$ cat src/rtl/fdc_datasep.sv
// Floppy read-data separator: glitch filter, reshaped read pulse, and a digital PLL
// that recovers vg_rclk and reports lock and out-of-window error counts.
`timescale 1ns/1ps
module fdc_datasep #(
    parameter int CLK_DIV_DD = 56,
    parameter int FILT_LEN   = 4,
    parameter int RAWR_LEN   = 4,
    parameter int GAIN_SHIFT = 1,
    parameter int LOCK_WIN   = 4,
    parameter int LOCK_CNT   = 8,
    parameter int TIMEOUT_HP = 8
) (
    input  logic       fclk,
    input  logic       rst_n,
    input  logic       i_enable,
    input  logic       i_hd,
    input  logic       i_rdat_n,
    input  logic       i_err_clr,
    output logic       o_vg_rclk,
    output logic       o_vg_rawr,
    output logic       o_locked,
    output logic [7:0] o_err_cnt
);
    localparam logic signed [7:0] C_WIN  = 8'(LOCK_WIN);
    localparam logic        [7:0] C_LOCK = 8'(LOCK_CNT);
    localparam logic        [7:0] C_TO   = 8'(TIMEOUT_HP);

    logic [FILT_LEN-1:0] r_filt_sr;
    logic                r_filt;
    logic                r_filt_d;
    logic [3:0]          r_rawr_cnt;
    logic                r_hd;
    logic [6:0]          r_phase;
    logic                r_rclk;
    logic [7:0]          r_lock_cnt;
    logic [7:0]          r_to_cnt;
    logic                r_locked;
    logic [7:0]          r_err_cnt;

    logic                w_pulse;
    logic                w_oow;
    logic [6:0]          w_half;
    logic [6:0]          w_half_m1;
    logic                w_wrap;
    logic [6:0]          w_phase_eff;
    logic signed [7:0]   w_err;
    logic signed [7:0]   w_corr;
    logic signed [8:0]   w_sum;
    logic                w_in_win;
    logic [6:0]          w_phase_n;
    logic [7:0]          w_lock_n;
    logic [7:0]          w_to_n;

    // The shift register itself absorbs the asynchronous rdat_n; the level only
    // moves once FILT_LEN consecutive samples agree.
    // NOTE: sequential state uses non-blocking assignments so every flop samples pre-edge values.
    always_ff @(posedge fclk or negedge rst_n) begin
        if (!rst_n) begin
            r_filt_sr <= '1;
            r_filt    <= 1'b1;
            r_filt_d  <= 1'b1;
        end else begin
            r_filt_sr <= {r_filt_sr[FILT_LEN-2:0], i_rdat_n};
            if (&r_filt_sr)
                r_filt <= 1'b1;
            else if (~|r_filt_sr)
                r_filt <= 1'b0;
            r_filt_d <= r_filt;
        end
    end

    assign w_pulse = r_filt_d & ~r_filt & i_enable;

    // NOTE: every always_comb output gets a default first so no latch can be inferred.
    always_comb begin
        w_half      = r_hd ? 7'(CLK_DIV_DD / 2) : 7'(CLK_DIV_DD);
        w_half_m1   = w_half - 7'd1;
        w_wrap      = (r_phase >= w_half_m1);
        w_phase_eff = w_wrap ? w_half_m1 : r_phase;
        w_err       = $signed({1'b0, w_half >> 1}) - 8'sd1 - $signed({1'b0, w_phase_eff});
        w_corr      = w_err >>> GAIN_SHIFT;
        w_sum       = $signed({2'b00, r_phase}) + 9'sd1 + $signed({w_corr[7], w_corr});
        w_in_win    = (w_err <= C_WIN) && (w_err >= -C_WIN);
        w_oow       = w_pulse & ~w_in_win;

        w_phase_n = r_phase + 7'd1;
        if (w_wrap)
            w_phase_n = 7'd0;
        else if (w_pulse) begin
            if (w_sum < 9'sd0)
                w_phase_n = 7'd0;
            else if (w_sum > $signed({2'b00, w_half_m1}))
                w_phase_n = w_half_m1;
            else
                w_phase_n = w_sum[6:0];
        end

        w_to_n = r_to_cnt;
        if (w_pulse)
            w_to_n = 8'd0;
        else if (w_wrap && (r_to_cnt < C_TO))
            w_to_n = r_to_cnt + 8'd1;

        w_lock_n = r_lock_cnt;
        if (w_pulse)
            w_lock_n = w_in_win ? ((r_lock_cnt < C_LOCK) ? r_lock_cnt + 8'd1 : r_lock_cnt) : 8'd0;
        if (w_to_n >= C_TO)
            w_lock_n = 8'd0;
    end

    always_ff @(posedge fclk or negedge rst_n) begin
        if (!rst_n) begin
            r_hd       <= 1'b0;
            r_phase    <= 7'd0;
            r_rclk     <= 1'b0;
            r_lock_cnt <= 8'd0;
            r_to_cnt   <= 8'd0;
            r_locked   <= 1'b0;
            r_rawr_cnt <= 4'd0;
        end else begin
            r_hd <= i_hd;
            if (!i_enable) begin
                r_phase    <= 7'd0;
                r_rclk     <= 1'b0;
                r_lock_cnt <= 8'd0;
                r_to_cnt   <= 8'd0;
                r_locked   <= 1'b0;
                r_rawr_cnt <= 4'd0;
            end else begin
                if (w_pulse)
                    r_rawr_cnt <= 4'(RAWR_LEN);
                else if (r_rawr_cnt != 4'd0)
                    r_rawr_cnt <= r_rawr_cnt - 4'd1;
                // A rate change restarts tracking but keeps vg_rclk's current level.
                if (i_hd != r_hd) begin
                    r_phase    <= 7'd0;
                    r_lock_cnt <= 8'd0;
                    r_to_cnt   <= 8'd0;
                    r_locked   <= 1'b0;
                end else begin
                    r_phase    <= w_phase_n;
                    r_rclk     <= r_rclk ^ w_wrap;
                    r_lock_cnt <= w_lock_n;
                    r_to_cnt   <= w_to_n;
                    r_locked   <= (w_lock_n == C_LOCK);
                end
            end
        end
    end

    always_ff @(posedge fclk or negedge rst_n) begin
        if (!rst_n)
            r_err_cnt <= 8'd0;
        else if (i_err_clr)
            r_err_cnt <= {7'd0, w_oow};
        else if (w_oow && (r_err_cnt != 8'hFF))
            r_err_cnt <= r_err_cnt + 8'd1;
    end

    assign o_vg_rclk = r_rclk;
    assign o_vg_rawr = (r_rawr_cnt == 4'd0);
    assign o_locked  = r_locked;
    assign o_err_cnt = r_err_cnt;
endmodule

$ cat config.mk
export PLATFORM = sky130hd
export DESIGN_NAME = fdc_datasep
export DESIGN_NICKNAME = d
export VERILOG_FILES = /design/src/rtl/fdc_datasep.sv
export SDC_FILE = /design/constraint.sdc
export NUM_CORES = 1
export LEC_CHECK = 0
export ABC_AREA = 0
export BUFFER_PORTS_ARGS = -buffer_cell sky130_fd_sc_hd__buf_2
export CAP_MARGIN = 10
export CORE_MARGIN = 2
export CORE_UTILIZATION = 28
export CTS_BUF_LIST = sky130_fd_sc_hd__clkbuf_8
export DETAILED_ROUTE_END_ITERATION = 10
export SYNTH_ARGS = -nofsm -noshare
export SYNTH_HDL_FRONTEND = slang
export SYNTH_SLANG_ARGS = --single-unit
export TNS_END_PERCENT = 10
$ cat constraint.sdc
create_clock -name fclk -period 5.7 [get_ports fclk]
set_input_delay 0.855 -clock fclk [delete_from_list [all_inputs] [get_ports fclk]]
set_output_delay 0.855 -clock fclk [all_outputs]
set_load 0.02 [all_outputs]
After elaboration in Yosys (flattened, before gate mapping):

Index checks and enable logic that the tools add are counted.
Widths: inputs -> output; s select.

* bits in registers: 44
* ROM bits: 0
* memories kept: 0
* latch bits: 0
* output and inout port bits: 11
* memory bits (writable): 0
* word-level logic and storage cells: 78
* input port bits: 6

* add/sub/neg operators: 10
* equal/unequal tests: 6
* reduce and logical (&&, ||, !) cells: 8
* magnitude comparators: 8
* bitwise logic cells: 6
* mux-type cells: 29
* shifts and indexed selects: 0
* $mul: 0
* divide/modulo/power cells: 0

Operators by type and width (count)
* $mux 8: 12
* $mux 7: 7
* $add 8x1->8 const B: 3
* $lt 8x4->1 const B: 2
* $mux 4: 3
* $add 9x7->9: 1
* $gt 9x8->1: 1
* $lt 9x1->1 const B: 1
* $add 7x1->8 const B: 1
* $eq 8x4->1 const B: 1
* $ge 8x3->1 const B: 1
* $ge 8x4->1 const B: 1
* $le 8x4->1 const B: 1
* $ne 8x8->1 const B: 1
* $sub 6x8->8: 1
* $add 7x1->7 const B: 1
* $ge 7x7->1: 1
* $sub 6x1->7 const B: 1
* $mux 1: 6
* $mux 6: 1
* $sub 5x1->6 const B: 1
* $logic_not 4->1: 1
* $ne 2x2->1 const B: 2
* $reduce_and 4->1: 1
* other kinds (10): 15

Logic depth before layout (Yosys ltp):

Gate-level depths: netlist of run 1.

* word-level depth: 13
* gate-level depth with buffers: 25
* mapped depth without buffers: 23

Least setup slack after synthesis of run 1:

Ideal clock, no wire load.

* path type: reg-to-reg
* start: reg r_hd
* end: reg r_phase[5]
* data required time: 5.559 ns
* arrival: 5.077 ns
* path slack: 0.482 ns
* buffers on the path: 2
* period minus slack after synthesis: 5.218 ns
* setup time: 0.141 ns
* stages on the path, launching flop included: 25
* cell sequence: dfrtp_1 buf_2 clkinv_1 ha_1 a311o_2 a31oi_1 nand2b_1 inv_1 ha_1 o21a_1 or2_2 buf_1 xnor2_1 ha_1 a21oi_1 nand2b_1 o31ai_1 xnor2_1 ha_1 nand2_1 nor2_1 o22ai_1 o211a_1 mux2i_1 a211oi_1

* word-level cells in the longest chain between the ends: 13
* elaborated cells between the ends (all ways): 16
* classes of those cells: add/sub (4); order compare (3); eq/ne (1); mux (8)

RTL lines
* start: declaration: line 32 `logic r_hd;`
* start signal: assignment: line 121 `r_hd <= i_hd;`
* $mux 6: line 76 `w_half = r_hd ? 7'(CLK_DIV_DD / 2) : 7'(CLK_DIV_DD);`
* $sub 6x1->7: line 77 `w_half_m1 = w_half - 7'd1;`
* $ge 7x7->1: line 78 `w_wrap = (r_phase >= w_half_m1);`
* $mux 7: line 79 `w_phase_eff = w_wrap ? w_half_m1 : r_phase;`
* $sub 6x8->8: line 80 `w_err = $signed({1'b0, w_half >> 1}) - 8'sd1 - $signed({1'b0, w_phase_eff});`
* $add 9x7->9: line 82 `w_sum = $signed({2'b00, r_phase}) + 9'sd1 + $signed({w_corr[7], w_corr});`
* $gt 9x8->1: line 92 `else if (w_sum > $signed({2'b00, w_half_m1}))`
* $mux 7: line 92
* $mux 7: line 90 `if (w_sum < 9'sd0)`
* $mux 7: line 89 `else if (w_pulse) begin`
* $mux 7: line 87 `if (w_wrap)`
* $mux 7 (*): line 135 `if (i_hd != r_hd) begin`
* $mux 7 (*): line 122 `if (!i_enable) begin`
* end signal: assignment: line 141 `r_phase <= w_phase_n;`
* end: declaration: line 33 `logic [6:0] r_phase;`

Mark *: on every way between the ends. The rest lies on a longest branch, timed or not.
A chain may end at the register's enable or synchronous reset.

Worst setup path after layout of run 1:

* start: reg r_hd
* end: reg r_phase[2]

Same word-level chain as after synthesis.

==> run metrics, run 1 <==
status complete, no violations; cell area power density 225.7 nW/um2; XOR/XNOR Fraction of Synth Area 6.569%; Core Box Area 10,750 um2; Initial Util 28.54%; Syn. warnings 0; share of layout cells above drive strength 1 15.56%; fraction of the yosys area taken by sequential cells 36.15%; Mapped Cells 325; die area 11,810 um2; Die Ht 108.7 um; Post-DP HPWL 5.367 mm; Distinct cells, synth 62; # setup viols final 0; Synthesized Nets 356; Synth-to-Final Area Change 12.08%; # fillers 1,130; Leakage 1.531 nW; Synth Cell Area 3067 um2; Peak VDD IR 0.1782 mV; area share of and/or/nand/nor cells after synthesis 21.87%; headroom to the max-slew limit 36.24%; ys flop type dfrtp_1; DRT Wirelength 6.981 mm; root buffer cell clkbuf_8; Final ANT Viol Nets 0; Worst-Margin Slew 0.9563 ns; worst reg2reg path depth 21; final clock skew 0.009868 ns; adder-cell share of the synthesized area 10.44%; Post-CTS Hold Buffers 0; H-tree levels 2; Rows 38; mux share of post-synthesis cell area 3.142%; Crit. End Element flip-flop; EDFF count, synth 0; CTS tree done; GRT overflow 0; RePlAce Congestion 0.9092; R2R Path Start r_hd$_DFF_PN0_; CTS buffer count 5; max_cap viols 0; nets 377; overall power 0.7758 mW; synthesis-stage register bit count 44; Synth Area in Compound Gates 19.09%; type of origin of the critical path flip-flop; drt via density 5.335; Top-Level Pins 17; n_diodes 0; worst hold path type reg2reg; ys async rst share 100.0%; initial antenna violation count 0; first drt pass iteration count 4; R2R setup slack 0.46 ns; drt drc 0; mean area per synthesized cell 9.436 um2; first-pass GRT wire length 11.97 mm; worst-path maximum fanout 12; largest net degree at the start of global routing 45; gr usage total 12.69%; Req. time, crit path 5.91 ns; Critical path origin r_hd$_DFF_PN0_; Die Width 108.7 um; clk_lat worst skew 0.30 ns; Fin Setup TNS 0 ns; final worst path period need 5.242 ns; # port buffers 16; Slew Viols, Final 0; Vias 2,598; RSZ-0062 raised after global routing no; final number of hold-violating endpoints 0; crit share post-route 91.96%; Worst Path Arrival 5.45 ns; vias in the first global route 2,457; CTS max path bufs 2; clock slew at reported path FFs 0.08 ns; FMAX 190.8 MHz; critical path class reg2reg; Crit Reg-Reg Endpoint r_phase[2]$_DFF_PN0_; drt wl/cell 14.33 um; clock sinks 44; CP endpoint r_phase[2]$_DFF_PN0_; largest family of logic cells by synthesized area simple AND/OR/NAND/NOR gates; DRT iter0 DRCs 177
==> per-stage QoR <==
| stage | instance area (um2) | std cells | setup slack, ns | utilization (%) | hold slack (ns) |
|---|---|---|---|---|---|
| 2_1_floorplan | 3067 | 325 | 0.4822 | - | 0.3538 |
| 3_3_place_gp | 3321 | 479 | 0.4652 | 30.90 | 0.3611 |
| 3_5_place_dp | 3321 | 479 | 0.3704 | 30.90 | 0.3585 |
| 4_1_cts | 3413 | 487 | 0.3473 | 31.77 | 0.3733 |
| 5_1_grt | 3437 | 487 | 0.07069 | 31.99 | 0.3807 |
| 6_report | 3437 | 487 | 0.4581 | 31.99 | 0.3745 |
==> critical path, stage by stage, from the launching register on <==
cell      delay, ns
dfrtp_2        0.45
clkinv_1       0.08
buf_4          0.18
ha_1           0.25
a311o_2        0.40
a31oi_1        0.14
buf_4          0.17
nand2b_1       0.08
inv_1          0.06
ha_1           0.24
o21a_1         0.21
or2_2          0.33
o311a_4        0.17
o21ai_0        0.45
ha_1           0.36
o21ai_0        0.30
nor3_1         0.07
and3_1         0.18
nor3_1         0.20
xnor2_1        0.13
or3_2          0.50
o21ai_0        0.20
==> cells in the final DEF (no fill, tap or decap), drive strengths merged, types with 4 or more instances in the layout <==
cell type	synthesis	routed
inv	13	13
nor4	5	5
ha	24	24
a211oi	8	8
and2	9	9
and3	6	6
dfstp	6	6
o311ai	4	4
xnor2	15	15
a31oi	6	6
clkbuf	1	6
mux2i	7	7
nor3	12	12
o22ai	4	4
xor2	8	8
nor2b	4	4
buf	5	20
or3	6	6
o31ai	4	4
dfrtp	38	38
nor2	35	35
nand3	12	12
o21ai	10	10
a21oi	17	17
nand4	6	6
nand2	18	18
==> cells in the mapped netlist, types with 2 or more instances <==
cell / count / share of area [%]
nand3_1: 12 / 2.0
a21oi_1: 16 / 2.6
mux2i_1: 7 / 2.3
or2_2: 3 / 0.61
a31oi_1: 6 / 1.2
dfrtp_1: 38 / 31
a41oi_1: 3 / 0.86
nor2_1: 34 / 4.2
nand2b_1: 3 / 0.61
o22ai_1: 4 / 0.82
buf_1: 3 / 0.37
o21ai_0: 10 / 1.6
xnor2_1: 15 / 4.3
or4_1: 2 / 0.49
nor3_1: 12 / 2.0
a211oi_1: 7 / 1.7
xor2_1: 8 / 2.3
and2_1: 9 / 1.8
a211o_1: 2 / 0.57
o311a_4: 2 / 1.4
a21o_1: 3 / 0.73
ha_1: 24 / 9.8
o311ai_0: 4 / 1.1
o31ai_1: 4 / 0.98
o211ai_1: 2 / 0.49
nand4_1: 6 / 1.2
nor4_1: 5 / 1.0
nand2_1: 18 / 2.2
o41ai_1: 2 / 0.57
and3_1: 5 / 1.0
or3_1: 5 / 1.0
inv_1: 13 / 1.6
nor2b_1: 4 / 0.82
dfstp_2: 6 / 5.1
==> area by class of cell <==
class | instances | area, um2 | area share (%)
Timing Repair Buffer | 20 | 110.1 | 3.204
Sequential cell | 44 | 1110 | 32.29
Clock buffer | 6 | 82.58 | 2.403
Clock inverter | 2 | 10.01 | 0.2912
Inverter | 14 | 52.55 | 1.529
Multi-Input combinational cell | 261 | 1897 | 55.19
Tap cell | 140 | 175.2 | 5.096
==> layer usage <==
layer	part of all wire (%)	GRT usage, %	vias up
met3	4.3	1.733	16
li1	-	-	1259
met5	0	0	-
met1	48	17.35	1247
met4	2.3	4.396	0
met2	45	20.63	76
==> what timing repair did <==
action | CTS | global route
gates resized for setup | 0 | 4
buffers inserted | 0 | 0
endpoints found under the setup margin | 0 | 6
==> power by group <==
group,total (mW),switching (mW),internal [mW]
registers,0.343,0.0139,0.329
logic,0.233,0.139,0.0936
clock network,0.200,0.103,0.0967
total,0.776,0.256,0.520
==> registers in the layout (all words and copies together) (netlist names), 4 cells and up <==
register	cells
o_err_cnt	8
r_lock_cnt	8
r_to_cnt	8
r_phase	7
r_filt_sr	4
r_rawr_cnt	4
==> how the worst min path moves through the flow <==
| stage | endpoint | cells after the start | from |
|---|---|---|---|
| 3_5_place_dp | r_filt_sr[2]$_DFF_PN1_ | 0 | r_filt_sr[1]$_DFF_PN1_ |
| 2_1_floorplan | r_filt_sr[2]$_DFF_PN1_ | 0 | r_filt_sr[1]$_DFF_PN1_ |
| 3_3_place_gp | r_filt_sr[2]$_DFF_PN1_ | 0 | r_filt_sr[1]$_DFF_PN1_ |
| 6_report | r_filt_sr[2]$_DFF_PN1_ | 0 | r_filt_sr[1]$_DFF_PN1_ |
| 5_1_grt | r_filt_sr[2]$_DFF_PN1_ | 0 | r_filt_sr[1]$_DFF_PN1_ |
| 4_1_cts | r_filt_sr[2]$_DFF_PN1_ | 0 | r_filt_sr[1]$_DFF_PN1_ |
==> cells by family after synthesis <==
family,after synthesis
adder cells (fa/ha/maj),25
buffers and inverters,20
XOR/XNOR,23
AO/OA/AOI/OAI,78
multiplexers,9
flip-flops,44
AND/OR/NAND/NOR,126
No activity file was read; power rests on OpenSTA's default activity.
==> run 2: changes to the inputs <==
Settings changed: CORE_UTILIZATION 28 to 64, PLACE_DENSITY set to 0.83.
==> run metrics, run 2 (same netlist as run 1, synthesis figures left out) <==
cell area power density 235.1 nW/um2; share of layout cells above drive strength 1 14.74%; CTS buffer count 5; Req. time, crit path 5.92 ns; GR Util met2 40.94%; nets 376; Net Sw Power 0.2670 mW; RePlAce Congestion 0.9621; Initial Util 65.80%; FMAX 187.6 MHz; GRT met1 Usage 38.54%; root buffer cell clkbuf_8; vias in the first global route 2,379; clock sinks 44; max_cap viols 0; final worst path period need 5.329 ns; Core Box Area 4661 um2; DRT iter0 DRCs 180; Final ANT Viol Nets 0; gr usage total 26.57%; most frequent cells in the layout 38 x dfrtp_1, 34 x nor2_1, 24 x ha_1; worst-path maximum fanout 8; Slew Viols, Final 0; Seq pwr share 44.2%; type of origin of the critical path flip-flop; drt drc 0; Critical path origin r_hd$_DFF_PN0_; hold_sp r_filt_sr[1]$_DFF_PN1_; die area 5361 um2; commonest non-fill, non-tap cell in the layout dfrtp_1; Crit. End Element flip-flop; R2R Path Start r_hd$_DFF_PN0_; post-CTS sizing 0; # port buffers 16; Rows 25; n_diodes 0; DRT Wirelength 6.631 mm; Vias 2,589; H-tree levels 2; Worst Path Arrival 5.55 ns; final number of hold-violating endpoints 0; Post-CTS Hold Buffers 0; Top-Level Pins 17; internal power 0.5086 mW; Post-DP HPWL 4.983 mm; met3 GRT Util 4.282%; busiest grt layer met2; RSZ-0062 raised after global routing no; CTS max path bufs 2; Finished Layout Cells 400; Fin Setup TNS 0 ns; Worst-Margin Slew 1.001 ns; Leakage 1.519 nW; drt wl/cell 16.58 um; overall power 0.7756 mW; final clock skew 0.009288 ns; Die Width 73.22 um; Synth-to-Final Area Change 7.589%; Die Ht 73.22 um; initial antenna violation count 0; # setup viols final 0; Cells after DPL 392; Post-CTS Setup Inserts 0; largest net degree at the start of global routing 45; Clk pwr share 25.5%; first-pass GRT wire length 11.06 mm; CTS tree done; clk_lat worst skew 0.31 ns; GRT overflow 0; status complete, no violations; clock slew at reported path FFs 0.09 ns; worst hold path type reg2reg; Peak VDD IR 0.2556 mV; first drt pass iteration count 4; headroom to the max-slew limit 32.72%; critical path class reg2reg; drt via density 6.473; crit share post-route 93.49%; Comb power frac 30.3%; Sw Ratio 34.42%
## run 2: cell type report
cell class	instances	area [um2]
Clock buffer	5	68.82
Clock inverter	3	18.77
Fill cell	357	1361
Inverter	14	52.55
Multi-Input combinational cell	261	1881
Sequential cell	44	1109
Tap cell	54	67.56
Timing Repair Buffer	19	102.6
## run 2: metal layers
| metal | up-vias | share of wire (%) |
|---|---|---|
| met1 | 1247 | 48 |
| met2 | 69 | 46 |
| met4 | 0 | 1.8 |
| li1 | 1263 | - |
| met3 | 10 | 4.4 |
| met5 | - | 0 |
## run 2: worst max-delay path, stage by stage, from the launching register on
cell and delay (ns):
dfrtp_1 0.50, buf_4 0.22, ha_1 0.24, a211oi_2 0.50, nor4_2 0.12, a211oi_1 0.25
ha_1 0.30, o21a_1 0.14, or2_2 0.33, xnor2_1 0.17, ha_1 0.35, a21oi_1 0.10
nand2b_1 0.18, o31ai_1 0.43, xnor2_1 0.20, ha_1 0.26, nand2_1 0.08, nor2_1 0.05
o22ai_1 0.16, o211a_1 0.30, mux2i_1 0.11, a211oi_1 0.25
## run 2: final timing paths
kind,to,cells after the start,slack [ns]
min in group asynchronous,o_err_cnt[7]$_DFFE_PN0P_,1,0.69
worst max register to register,r_phase[5]$_DFF_PN0_,21,0.37
max in group asynchronous,r_rawr_cnt[0]$_DFFE_PN0P_,1,4.41
worst min register to register,r_filt_sr[2]$_DFF_PN1_,0,0.37
worst min-delay path,r_filt_sr[2]$_DFF_PN1_,0,0.37
worst max-delay path,r_phase[5]$_DFF_PN0_,21,0.37
## run 2: power groups by stage
stage,logic (mW),clock network (mW),registers (mW)
6_report,0.235,0.198,0.342
5_1_grt,0.261,0.214,0.345
4_1_cts,0.233,0.203,0.342
3_5_place_dp,0.230,0,0.348
3_3_place_gp,0.225,0,0.348
2_1_floorplan,0.179,0,0.346
## run 2: through the flow
| step | hold slack [ns] | instance area, um2 | utilization (%) | setup WS, ns |
|---|---|---|---|---|
| after floorplan | 0.3538 | 3067 | - | 0.4822 |
| after global placement | 0.3603 | 3206 | 68.78 | 0.4827 |
| after detailed placement | 0.3601 | 3206 | 68.78 | 0.4511 |
| after CTS | 0.3737 | 3293 | 70.66 | 0.3824 |
| after global routing | 0.3781 | 3299 | 70.79 | 0.03857 |
| final | 0.3717 | 3299 | 70.79 | 0.3709 |
==> run 3: changes to the inputs <==
Settings changed: GPL_TIMING_DRIVEN set to 0.
==> run metrics, run 3 (same netlist as run 1, synthesis figures left out) <==
hold_sp r_filt_sr[1]$_DFF_PN1_; drt wl/cell 16.48 um; slowest stage delay, CP 0.52 ns; RePlAce Congestion 0.9260; register area 1110 um2; CTS max path bufs 2; Slew Viols, Final 0; CP endpoint r_phase[3]$_DFF_PN0_; drt drc 0; Cells after DPL 394; headroom to the max-slew limit 36.35%; first-pass GRT wire length 11.24 mm; final number of hold-violating endpoints 0; clock slew at reported path FFs 0.08 ns; H-tree levels 2; status complete, no violations; crit share post-route 93.72%; final worst path period need 5.342 ns; Rows 25; largest net degree at the start of global routing 45; Die Ht 73.22 um; R2R Path Start r_hd$_DFF_PN0_; commonest non-fill, non-tap cell in the layout dfrtp_1; CTS buffer count 5; # setup viols final 0; Finished Layout Cells 401; Top-Level Pins 17; most frequent cells in the layout 37 x dfrtp_1, 34 x nor2_1, 24 x ha_1; gr usage total 27.22%; Crit Reg-Reg Endpoint r_phase[3]$_DFF_PN0_; Peak VDD IR 0.2247 mV; share of layout cells above drive strength 1 15.27%; first drt pass iteration count 5; Critical path origin r_hd$_DFF_PN0_; Post-CTS Setup Inserts 0; setup ws final 0.3582 ns; Worst-Margin Slew 0.9548 ns; # fillers 344; final clock skew 0.008431 ns; WP depth 20; worst hold path type reg2reg; clock sinks 44; die area 5361 um2; Post-DP HPWL 4.826 mm; n_diodes 0; Worst Path Arrival 5.57 ns; Vias 2,632; cell area power density 230.9 nW/um2; Final ANT Viol Nets 0; drt via density 6.564; Die Width 73.22 um; Crit. End Element flip-flop; CP max stage cell or3_2; CP top delay family compound AO/OA/AOI/OAI gates; Core Box Area 4661 um2; overall power 0.7716 mW; max_cap viols 0; Initial Util 65.80%; DRT iter0 DRCs 164; R2R setup slack 0.36 ns; # port buffers 15; root buffer cell clkbuf_8; clk_lat worst skew 0.30 ns; Req. time, crit path 5.93 ns; cell chain of the critical path buf_4, inv_4, ha_1, a311o_2, a31oi_4, nand2b_1, inv_1, ha_1, o21a_1, or2_2, o311a_4, o21ai_0, ha_1, o21ai_0, nor3_1, and3_1, nor3_1, xnor2_1, or3_2, o21ai_0; RSZ-0062 raised after global routing no; Place WS -0.5143 ns; nets 377; worst reg2reg path depth 20; initial antenna violation count 0; CP Buf/Inv Count 3; DRT Wirelength 6.609 mm; worst-path maximum fanout 12; Post-CTS Hold Buffers 0; vias in the first global route 2,391; type of origin of the critical path flip-flop; FMAX 187.2 MHz; critical path class reg2reg; CTS tree done; Synth-to-Final Area Change 8.976%; GRT overflow 0; multi-input logic area 1919 um2; Leakage 1.517 nW
## run 3: metal layers
layer	global-route usage (%)	part of all wire [%]	up-vias
met5	0	0	-
met4	7.819	2.1	0
met2	40.34	44	104
met3	5.663	6.0	16
li1	-	-	1268
met1	40.40	48	1244
## run 3: timing repair
item,in CTS,in global routing
endpoints found under the hold margin,0,0
setup endpoints to repair,6,6
gates resized for setup,7,5
## run 3: layout make-up
type | count | area share [%]
buffer | 5 | 0.8985
clock buffer | 5 | 2.059
clock inverter | 3 | 0.4867
inverter | 14 | 1.647
multi-input combinational | 261 | 57.43
sequential | 44 | 33.21
tap | 54 | 2.022
timing repair buffer | 15 | 2.246
## run 3: how the worst min path moves through the flow
stage | endpoint | cells after the start
after floorplan | r_filt_sr[2]$_DFF_PN1_ | 0
after global placement | r_filt_sr[2]$_DFF_PN1_ | 0
after detailed placement | r_filt_sr[2]$_DFF_PN1_ | 0
after CTS | r_filt_sr[2]$_DFF_PN1_ | 0
after global routing | r_filt_sr[2]$_DFF_PN1_ | 0
final | r_filt_sr[2]$_DFF_PN1_ | 0
## run 3: power breakdown
group | total (mW) | switching [mW] | internal [mW]
combinational | 0.238 | 0.142 | 0.0964
sequential | 0.343 | 0.0140 | 0.329
clock | 0.190 | 0.106 | 0.0839
total | 0.772 | 0.262 | 0.510
## run 3: stage by stage
step	util, %	hold WS (ns)	TNS (ns)	area [um2]
2_1_floorplan	-	0.3538	0	3067
3_3_place_gp	68.86	0.3602	-2.514	3209
3_5_place_dp	68.86	0.3627	-2.834	3209
4_1_cts	71.54	0.3743	0	3334
5_1_grt	71.70	0.3752	0	3342
6_report	71.70	0.3727	0	3342
